`src/rtl/floo_axis_flit_demux.sv`:
```
// Receive-side AXIS unpacker: splits single-channel beats into req/rsp flit streams,
// each buffered in its own FIFO. Optional counters enabled by FLOO_AXIS_DEMUX_STATS_EN.

module floo_axis_demux_fifo #(
  parameter int unsigned DataWidth = 64,
  parameter int unsigned Depth     = 4
) (
  input  logic                 clk_i,
  input  logic                 rst_i,
  input  logic                 push_i,
  input  logic [DataWidth-1:0] data_i,
  output logic                 full_o,
  output logic                 valid_o,
  input  logic                 ready_i,
  output logic [DataWidth-1:0] data_o
);

  localparam int unsigned PtrWidth = $clog2(Depth);
  localparam int unsigned CntWidth = PtrWidth + 1;

  logic [PtrWidth-1:0]  r_wptr;
  logic [PtrWidth-1:0]  r_rptr;
  logic [CntWidth-1:0]  r_cnt;
  logic [DataWidth-1:0] r_mem [Depth];
  logic                 w_push;
  logic                 w_pop;

  assign full_o  = (r_cnt == CntWidth'(Depth));
  assign valid_o = (r_cnt != '0);
  assign w_push  = push_i && !full_o;
  assign w_pop   = valid_o && ready_i;
  // Stale entries stay hidden behind an empty FIFO, so the output reads zero then.
  assign data_o  = valid_o ? r_mem[r_rptr] : '0;

  always_ff @(posedge clk_i) begin
    if (rst_i) begin
      r_wptr <= '0;
      r_rptr <= '0;
      r_cnt  <= '0;
    end else begin
      if (w_push) r_wptr <= r_wptr + 1'b1;
      if (w_pop)  r_rptr <= r_rptr + 1'b1;
      case ({w_push, w_pop})
        2'b10:   r_cnt <= r_cnt + 1'b1;
        2'b01:   r_cnt <= r_cnt - 1'b1;
        default: r_cnt <= r_cnt;
      endcase
    end
  end

  // NOTE: storage is deliberately not reset; the pointers and count alone define
  // which entries are live, and resetting the array would only cost flops.
  always_ff @(posedge clk_i) begin
    if (w_push) r_mem[r_wptr] <= data_i;
  end

endmodule

module floo_axis_flit_demux #(
  parameter int unsigned ReqDataWidth = 64,
  parameter int unsigned RspDataWidth = 64,
  parameter int unsigned FifoDepth    = 4,
  parameter int unsigned TDataWidth   = 72
) (
  input  logic                    clk_i,
  input  logic                    rst_i,
  input  logic                    axis_tvalid_i,
  output logic                    axis_tready_o,
  input  logic [TDataWidth-1:0]   axis_tdata_i,
  input  logic                    axis_tlast_i,
  output logic                    req_valid_o,
  input  logic                    req_ready_i,
  output logic [ReqDataWidth-1:0] req_data_o,
  output logic                    rsp_valid_o,
  input  logic                    rsp_ready_i,
  output logic [RspDataWidth-1:0] rsp_data_o,
  output logic [31:0]             req_cnt_o,
  output logic [31:0]             rsp_cnt_o,
  output logic [31:0]             stall_cnt_o
);

  localparam int unsigned HdrPos =
      (ReqDataWidth > RspDataWidth) ? ReqDataWidth : RspDataWidth;

  logic w_sel;
  logic w_req_full;
  logic w_rsp_full;
  logic w_accept;
  logic w_req_push;
  logic w_rsp_push;
  logic w_unused;

  assign w_sel         = axis_tdata_i[HdrPos];
  // Acceptance looks only at the FIFO the header selects.
  assign axis_tready_o = !rst_i && !(w_sel ? w_rsp_full : w_req_full);
  assign w_accept      = axis_tvalid_i && axis_tready_o;
  assign w_req_push    = w_accept && !w_sel;
  assign w_rsp_push    = w_accept && w_sel;
  assign w_unused      = ^{axis_tlast_i, axis_tdata_i};

  floo_axis_demux_fifo #(
    .DataWidth (ReqDataWidth),
    .Depth     (FifoDepth)
  ) u_req_fifo (
    .clk_i   (clk_i),
    .rst_i   (rst_i),
    .push_i  (w_req_push),
    .data_i  (axis_tdata_i[ReqDataWidth-1:0]),
    .full_o  (w_req_full),
    .valid_o (req_valid_o),
    .ready_i (req_ready_i),
    .data_o  (req_data_o)
  );

  floo_axis_demux_fifo #(
    .DataWidth (RspDataWidth),
    .Depth     (FifoDepth)
  ) u_rsp_fifo (
    .clk_i   (clk_i),
    .rst_i   (rst_i),
    .push_i  (w_rsp_push),
    .data_i  (axis_tdata_i[RspDataWidth-1:0]),
    .full_o  (w_rsp_full),
    .valid_o (rsp_valid_o),
    .ready_i (rsp_ready_i),
    .data_o  (rsp_data_o)
  );

`ifdef FLOO_AXIS_DEMUX_STATS_EN
  logic [31:0] r_req_cnt;
  logic [31:0] r_rsp_cnt;
  logic [31:0] r_stall_cnt;

  always_ff @(posedge clk_i) begin
    if (rst_i) begin
      r_req_cnt   <= '0;
      r_rsp_cnt   <= '0;
      r_stall_cnt <= '0;
    end else begin
      if (w_req_push) r_req_cnt <= r_req_cnt + 32'd1;
      if (w_rsp_push) r_rsp_cnt <= r_rsp_cnt + 32'd1;
      if (axis_tvalid_i && !axis_tready_o) r_stall_cnt <= r_stall_cnt + 32'd1;
    end
  end

  assign req_cnt_o   = r_req_cnt;
  assign rsp_cnt_o   = r_rsp_cnt;
  assign stall_cnt_o = r_stall_cnt;
`else
  assign req_cnt_o   = '0;
  assign rsp_cnt_o   = '0;
  assign stall_cnt_o = '0;
`endif

endmodule

```
`config.mk`:
```
export PLATFORM = sky130hd
export DESIGN_NAME = floo_axis_flit_demux
export DESIGN_NICKNAME = d
export VERILOG_FILES = /design/src/rtl/floo_axis_flit_demux.sv
export SDC_FILE = /design/constraint.sdc
export NUM_CORES = 1
export LEC_CHECK = 0
export BUFFER_PORTS_ARGS = -buffer_cell sky130_fd_sc_hd__buf_4
export CORE_MARGIN = 10
export CORE_UTILIZATION = 45
export DETAILED_ROUTE_END_ITERATION = 10
export PLACE_DENSITY_LB_ADDON = 0.08
export SYNTH_ARGS = -nofsm -noshare
export SYNTH_HDL_FRONTEND = slang
export SYNTH_SLANG_ARGS = --single-unit
```
`constraint.sdc`:
```
create_clock -name clk_i -period 2.6 [get_ports clk_i]
set_input_delay 0.26 -clock clk_i [delete_from_list [all_inputs] [get_ports clk_i]]
set_output_delay 0.26 -clock clk_i [all_outputs]
set_load 0.03 [all_outputs]
```
======== Word level (Yosys, flattened, before mapping) ========
Memory sizes are Yosys's and may differ from the RTL's. A register that Yosys moved wholly into a read port is not among the register bits.
Cells that the tools add are included.
storage, ports and cells
  bits in read-only memories .............. 0
  logic and storage cells ................. 52
  input bits .............................. 78
  register bits ........................... 14
  memories ................................ 2
  memory bits (writable) .................. 512
  bits in latches ......................... 0
  output and inout bits ................... 227
operators by class
  mux-type cells .......................... 13
  magnitude comparators ................... 0
  add/subtract/negate cells ............... 8
  reductions and logical operators ........ 17
  bitwise gates (word level) .............. 0
  eq/ne operators ......................... 6
  shifts and indexed selects .............. 0
  $mul .................................... 0
  divide/modulo/power cells ............... 0
memory list
  name              depth  bits a word  rd ports  clocked after memory_dff  write ports  RTL line  text
  u_req_fifo.r_mem  4      64           1         1                         1            24        logic [DataWidth-1:0] r_mem [Depth];
  u_rsp_fifo.r_mem  4      64           1         1                         1            24
operators with widths
  operator                                           number
  two-way mux 64 bit                                 2
  case mux 3 bit (2 select lines)                    2
  adder 2 x 1 -> 2 bit (second input constant)       4
  logical AND 1 bit                                  8
  two-way mux 2 bit                                  4
  adder 3 x 1 -> 3 bit (second input constant)       2
  == test 3 bit (second input constant)              2
  nonzero test 3 bit                                 2
  subtractor 3 x 1 -> 3 bit (second input constant)  2
  logical NOT 1 bit                                  5
  two-way mux 1 bit                                  5
  == test 2 x 1 -> 1 bit (second input constant)     2
  == test 2 bit (second input constant)              2
  nonzero test 2 bit                                 2

======== Logic depth before layout (Yosys ltp) ========
Gate-level depths: netlist (run 1).
  word-level depth ........................ 9
  depth in mapped cells ................... 9
  mapped depth without buffers ............ 9

======== Modules after synthesis ========
Synthesis (run 1) repeated with hierarchy kept, for this count alone.
unflattened totals
  cell total of the unflattened synthesis .. 1018
  area total of the unflattened synthesis .. 21189.1 um^2
by module, submodules not included
  module                sequential area each (um^2)  area each (um^2)  cells each  times used
  floo_axis_demux_fifo  7867.5                       10209.8           458         2
  floo_axis_flit_demux  0.0                          769.5             102         1

======== Least setup slack after synthesis (run 1) ========
OpenSTA, ideal clock, no wires.
  path type ............................... register -> register
  from .................................... register u_req_fifo.r_cnt[0]
  to ...................................... memory u_req_fifo.r_mem[2][0], enable pin
  required time ........................... 2.171 ns
  clock period less this slack ............ 2.913 ns
  cell stages (with the launch flop) ...... 4
  path buffers ............................ 0
  library setup time ...................... 0.429 ns
  path slack .............................. -0.313 ns
  arrival time ............................ 2.484 ns
  cell sequence ........................... dfxtp_1 > nor3b_1 > nor4b_1 > and2_1
on the way
  cells in the longest elaborated chain, start to end .. 9
  elaborated cells between the ends (all ways) .. 10
  classes of those cells .................. eq/ne (1); mux (3); reduce/logical (6)
RTL lines
  item                                       RTL line  text
  start, declared                            23        logic [CntWidth-1:0] r_cnt;
  start signal, assigned                     44        2'b10: r_cnt <= r_cnt + 1'b1;
  start signal, assigned                     45        2'b01: r_cnt <= r_cnt - 1'b1;
  start signal, assigned                     46        default: r_cnt <= r_cnt;
  == test 3 bit *                            28        assign full_o = (r_cnt == CntWidth'(Depth));
  two-way mux 1 bit                          95        assign axis_tready_o = !rst_i && !(w_sel ? w_rsp_full : w_req_full);
  logical NOT 1 bit                          95
  logical AND 1 bit                          95
  logical AND 1 bit                          96        assign w_accept = axis_tvalid_i && axis_tready_o;
  logical AND 1 bit                          97        assign w_req_push = w_accept && !w_sel;
  logical AND 1 bit *                        30        assign w_push = push_i && !full_o;
  two-way mux 1 bit *                        54        if (w_push) r_mem[r_wptr] <= data_i;
  two-way mux 1 bit (implied by the code) *  54
  end, declared                              24
Mark *: on every way between the ends. The rest lies on a longest branch, timed or not.

==> results of run 1 <==
-- area by class of cell --
| type | count | area, µm² | share of cell area (%) |
|---|---|---|---|
| Sequential cell | 530 | 15800 | 61.3 |
| Multi-Input combinational cell | 426 | 4660 | 18.1 |
| Timing Repair Buffer | 300 | 2800 | 10.9 |
| Clock buffer | 68 | 1430 | 5.54 |
| Tap cell | 607 | 759 | 2.95 |
| Clock inverter | 28 | 262 | 1.02 |
| Inverter | 14 | 52.6 | 0.204 |
-- sequential cells by signal, indices dropped and copies added, names as in the netlist, named ones only --
name               cells
u_req_fifo.r_mem     256
u_rsp_fifo.r_mem     256
u_req_fifo.r_cnt       3
u_rsp_fifo.r_cnt       3
u_req_fifo.r_rptr      2
u_req_fifo.r_wptr      2
u_rsp_fifo.r_rptr      2
u_rsp_fifo.r_wptr      2
-- kinds of logic (layout without fill, tap and decap cells) --
family / count (synthesis) / after routing / synth area share [%]
simple gates: 166 / 166 / 4.80
other cells: 1 / 96 / 0.0177
compound gates: 13 / 13 / 0.378
flops: 530 / 530 / 74.3
mux: 131 / 131 / 13.9
fa+ha+maj: 12 / 12 / 0.780
xor+xnor: 8 / 8 / 0.331
buf+inv: 154 / 410 / 5.51
-- cells in the final DEF (no fill, tap or decap), types with 4 or more instances in the layout --
cell type | netlist | layout
edfxtp_1 | 512 | 512
buf_4 | 96 | 207
clkbuf_16 | 0 | 56
dlygate4sd3_1 | 0 | 65
bufinv_16 | 0 | 5
mux4_1 | 8 | 7
inv_1 | 14 | 14
clkinv_1 | 0 | 10
mux4_2 | 120 | 121
a21oi_1 | 5 | 5
conb_1 | 1 | 96
buf_12 | 12 | 24
clkinv_2 | 0 | 10
ha_1 | 10 | 10
xor2_1 | 8 | 8
nor2_1 | 16 | 16
clkbuf_1 | 14 | 13
and2_1 | 136 | 128
dfxtp_4 | 0 | 4
and2_4 | 0 | 8
dfxtp_1 | 18 | 14
-- cell usage after synthesis (3+ instances only) --
cell type / instances / area [µm²]
mux4_2: 120 / 2700
xor2_1: 8 / 70.1
clkbuf_1: 14 / 52.6
or3_1: 5 / 31.3
o21ai_0: 3 / 15.0
buf_2: 12 / 60.1
edfxtp_1: 512 / 15400
o31ai_1: 3 / 22.5
buf_12: 12 / 240
mux4_1: 8 / 210
dfxtp_1: 18 / 360
inv_1: 14 / 52.6
clkbuf_2: 3 / 15.0
nor2_1: 16 / 60.1
a21oi_1: 5 / 25.0
ha_1: 10 / 125
and2_1: 136 / 851
buf_4: 96 / 721
-- final timing paths --
check	to	slack [ps]	cells past startpoint
setup / recovery	req_data_o[60]	60	4
hold / removal	u_req_fifo.r_wptr[1]$_SDFFE_PP0P_	50	3
setup reg to reg	u_rsp_fifo.r_cnt[2]$_SDFFE_PP0P_	200	9
hold reg to reg	u_req_fifo.r_wptr[1]$_SDFFE_PP0P_	520	2
-- worst reg2reg max path: stages (launching register included) --
cell and delay (ps):
dfxtp_1 390, nor3b_2 350, and4bb_2 330, inv_1 60, ha_1 170, inv_1 60, fa_1 370, xor2_1 160
or3_1 300, a21oi_1 130
-- routing by layer --
layer,up-vias,wire length [µm],track usage (%)
li1,4436,-,-
met1,5329,21100,22.7
met4,0,805,4.52
met2,250,23800,27.8
met3,58,2400,3.07
met5,-,0,0
-- what timing repair did --
item	4_1_cts	5_1_grt
resized for setup	4	0
setup buffers	0	0
hold buffers	65	0
gates cloned	1	1
endpoints found under the hold margin	521	0
endpoints found under the setup margin	39	8
-- power groups by stage --
stage	Combinational, W	Clock [W]	Sequential, W
floorplan	0.00489	0	0.00978
global placement	0.00725	0	0.00982
detailed placement	0.00726	0	0.00983
CTS	0.00745	0.00760	0.00967
global route	0.00779	0.00796	0.00969
finish	0.00730	0.00741	0.00968
-- metrics by stage --
| stage | setup slack [ps] | power [W] | setup TNS (ps) | cell area, µm² | hold slack, ps |
|---|---|---|---|---|---|
| 2_1_floorplan | 367 | 0.0147 | 0 | 21600 | 359 |
| 3_3_place_gp | 260 | 0.0171 | 0 | 23300 | 496 |
| 3_5_place_dp | 231 | 0.0171 | 0 | 23300 | 495 |
| 4_1_cts | 3.79 | 0.0247 | 0 | 25700 | 9.98 |
| 5_1_grt | -19.4 | 0.0254 | -51.5 | 25700 | 43.2 |
| 6_report | 59.8 | 0.0244 | 0 | 25700 | 48.5 |
==> reports/results.txt, run 1 <==
status: complete, no violations
RSZ-0062 raised after global routing: true
via count: 10100
Top delay family on crit path: buffers and inverters
crit path cell chain: bufbuf_16, mux4_2, and2_1, buf_4
sequential share of power: 39.7%
Net Sw Power: 0.00756 W
Internal Power: 0.0168 W
CP Class: flip-flop to output pin
min cycle time layout: 2540 ps
Relative slew margins: 62.4%
# clock sinks: 530
Worst R2R Start: u_rsp_fifo.r_cnt[2]$_SDFFE_PP0P_
synth-to-layout area growth: 21.4%
slowest stage cell, crit path: mux4_2
period utilization: 97.7%
DIE AREA: 56200 µm²
iteration count of the initial detailed-routing pass: 4
Yosys warnings: 0
HP Start: axis_tdata_i[64]
DRT iter0 DRCs: 704
Seq/Total Area, Yosys: 74.3%
Power Dens Cells: 949 nW/µm²
Die Ht: 237 µm
CP Capture Type: output pin
port bufs: 200
Max Cap Viol: 0
placed cells: 1810
CTS tree: built
Final Core Density: 55.2%
CP max FO: 18
Die Wd: 237 µm
Crit path largest cell delay: 540 ps
vias per inst: 5.11
flops & latches, synth: 530
Post-synth EDFFs: 512
post-route clock skew: 13.0 ps
Antenna diodes: 0
worst-margin pin slew: 565 ps
Mapped Area: 21200 µm²
DR WL/cell: 24.4 µm
CP startpoint kind: flip-flop
Hold Path Class: input pin to flip-flop
CTS Buffer Depth: 3
Post-DP HPWL: 28600 µm
Setup Viol. Count Final: 0
Final GP Congestion: 0.701
switching share of total power: 31.0%
Lkg Pwr: 8.81 nW
Cell Rows: 79
Synth Flop Type: edfxtp_1
Final #Nets: 1416
FILL cells: 3615
CTS H-Tree Depth: 2
Pins Over Slew Limit: 0
first-pass GRT wire length: 70900 µm
layout cell share with drive strength beyond 1: 32.7%
WP buf/inv: 2
Reg clk slew, reported paths: 60 ps
Initial Util: 45.5%
All-Layer GR Usage: 16.9%
initial antenna violation count: 1
antenna-violating nets left: 0
DRC Markers: 0
vias in the first global route: 10800
final std cells w/o fill: 1973
Syn Inst Count: 1015
I/O Pins: 305
grt ovf: 0
combinational share of power: 29.9%
Critical Path RT: 2340 ps
syn avg cell area: 20.9 µm²
CTS buffer count: 54
Netlist cell types: 32
largest net degree at the start of global routing: 48
FMAX: 0.394 GHz
Total Routed Length: 48100 µm
clk_lat worst skew: 590 ps
CP arrival: 2280 ps
ys async rst share: 0%
CTS root buffer: clkbuf_16
Final Hold Vio Count: 0
worst vdd ir: 0.534 mV
core area: 46600 µm²
Clock Power Share: 30.4%
No activity file was read; power rests on OpenSTA's default activity.
==> inputs of run 2 (changes only) <==
- REMOVE_ABC_BUFFERS: not set -> 1
- SLEW_MARGIN: not set -> 10
==> run 2 against run 1 <==
Net effect:
- register-to-register slack hardly changed
- critical path depth is the same
- count of clock-buffer cells in the layout is 2 higher
- utilization is 0.25 points lower
- die area unchanged
- total power hardly changed
- cell count up 0.35%
- critical endpoint is now req_data_o[58]
- via count down 0.99%
- sequential power about the same
==> reports/results.txt, run 2 (synthesis results as in run 1) <==
R2R Setup Slk: 200 ps
Hold Path Class: input pin to flip-flop
vias in the first global route: 10900
Pins Over Slew Limit: 0
synth-to-layout area growth: 20.8%
Min-Delay Path Depth: 4
Final #Nets: 1419
largest net degree at the start of global routing: 65
CTS tree: built
layout cell share with drive strength beyond 1: 32.6%
Post-DP HPWL: 27600 µm
clk_lat worst skew: 590 ps
Relative slew margins: 63.1%
biggest regs: u_req_fifo.r_mem: 256 flops, u_rsp_fifo.r_mem: 256 flops
placed cells: 1809
Max Cap Viol: 0
period utilization: 96.3%
DRC Markers: 0
worst vdd ir: 0.581 mV
worst slack at placement: 225 ps
Die Wd: 237 µm
CP startpoint kind: flip-flop
final std cells w/o fill: 1980
routed metal-1 wirelength: 20900 µm
RSZ-0062 raised after global routing: true
antenna-violating nets left: 0
Critical Path RT: 2340 ps
Initial Util: 45.5%
I/O Pins: 305
commonest non-fill, non-tap cell in the layout: edfxtp_1
HP Start: axis_tvalid_i
CTS root buffer: clkbuf_16
CTS buffer count: 56
CTS H-Tree Depth: 2
initial antenna violation count: 2
CP max FO: 19
CP Class: flip-flop to output pin
WHS Endpoint: u_rsp_fifo.r_wptr[1]$_SDFFE_PP0P_
min cycle time layout: 2500 ps
commonest non-fill, non-tap cells in the layout: edfxtp_1 (512), buf_4 (217), and2_1 (126), mux4_2 (120), conb_1 (96)
CTS Buffer Depth: 3
# clock sinks: 530
core area: 46600 µm²
Worst R2R Start: u_rsp_fifo.r_cnt[2]$_SDFFE_PP0P_
final worst slack: 95.1 ps
Reg clk slew, reported paths: 60 ps
DR WL/cell: 24.4 µm
Power Total: 0.0244 W
first-pass GRT wire length: 72300 µm
worst reg2reg endpoint: u_rsp_fifo.r_cnt[2]$_SDFFE_PP0P_
All-Layer GR Usage: 17.1%
status: complete, no violations
FMAX: 0.399 GHz
Setup Viol. Count Final: 0
worst-margin pin slew: 553 ps
CP arrival: 2240 ps
Cell Rows: 79
cells on worst reg2reg path: 9
port bufs: 200
post-route clock skew: 12.3 ps
grt ovf: 0
Total Routed Length: 48400 µm
Die Ht: 237 µm
CP Capture Type: output pin
DIE AREA: 56200 µm²
Lkg Pwr: 8.79 nW
Final Hold Vio Count: 0
vias per inst: 5.04
DRT iter0 DRCs: 653
met3 WL: 2890 µm
iteration count of the initial detailed-routing pass: 4
Max Used Layer: met5
Power Dens Cells: 953 nW/µm²
via count: 9973
Final GP Congestion: 0.720
DR WL met2: 23900 µm
## run 2: cell count changes in the layout (fill, tap and decap cells not counted), sizes merged
| cell | previous run | this run |
|---|---|---|
| bufinv | 5 | 3 |
| clkinvlp | 2 | 1 |
| bufbuf | 1 | 0 |
| clkinv | 20 | 27 |
| buf | 233 | 235 |
| dlygate4sd3 | 65 | 66 |
| diode | 0 | 1 |
| clkbuf | 69 | 70 |
| inv | 15 | 14 |
## run 2: worst max-delay path, cell delays in order, from the launching register on
cell and delay [ps]:
dfxtp_4 470, buf_16 250, mux4_2 510, and2_1 230, buf_4 190
## run 2: per-stage QoR
stage | hold slack, ps | util, % | TNS [ps] | cell area, µm²
3_3_place_gp | 494 | 49.8 | 0 | 23200
3_5_place_dp | 499 | 49.8 | 0 | 23200
6_report | 59.9 | 55.0 | 0 | 25600
2_1_floorplan | 329 | - | -283640 | 20400
5_1_grt | 78.7 | 55.0 | -21.2 | 25600
4_1_cts | 22.7 | 54.9 | 0 | 25600
## run 2: routing by layer
layer  vias up  GRT usage, %
li1       4436             -
met1      5219          23.3
met2       261          27.8
met3        55          3.79
met4         2          3.47
met5         -             0
## run 2: how the worst max path moves through the flow
stage                                           startpoint                          endpoint  slack (ps)  depth (start not counted)
after floorplan                                  flip-flop                    req_data_o[51]       -1290                          2
after detailed placement  u_rsp_fifo.r_cnt[2]$_SDFFE_PP0P_  u_rsp_fifo.r_cnt[2]$_SDFFE_PP0P_         220                          9
after global routing                             flip-flop                     req_data_o[8]         -10                          4
after CTS                                        flip-flop                     req_data_o[9]          30                          4
after global placement    u_rsp_fifo.r_cnt[0]$_SDFFE_PP0P_  u_rsp_fifo.r_cnt[2]$_SDFFE_PP0P_         250                          9
final                                            flip-flop                    req_data_o[58]         100                          4
## run 2: where the power goes
part,total [W],internal (W),leakage [nW],switching [W]
registers,0.00970,0.00955,4.77,0.000150
logic,0.00731,0.00290,3.19,0.00441
clock network,0.00737,0.00428,0.828,0.00310
## run 2: cell type report
type / count / area (µm²)
Multi-Input combinational cell: 426 / 4670
Inverter: 14 / 52.6
Sequential cell: 530 / 15800
Tap cell: 607 / 759
Timing Repair Buffer: 301 / 2670
Antenna cell: 1 / 2.50
Clock buffer: 70 / 1480
Fill cell: 3686 / 21000
Clock inverter: 31 / 213
## run 2: timing repair
| item | CTS | global route |
|---|---|---|
| cloned | 0 | 0 |
| hold buffers | 66 | 0 |
| resized for setup | 1 | 4 |
| setup endpoints to repair | 95 | 4 |
| setup buffers | 3 | 0 |
| endpoints found under the hold margin | 524 | 0 |
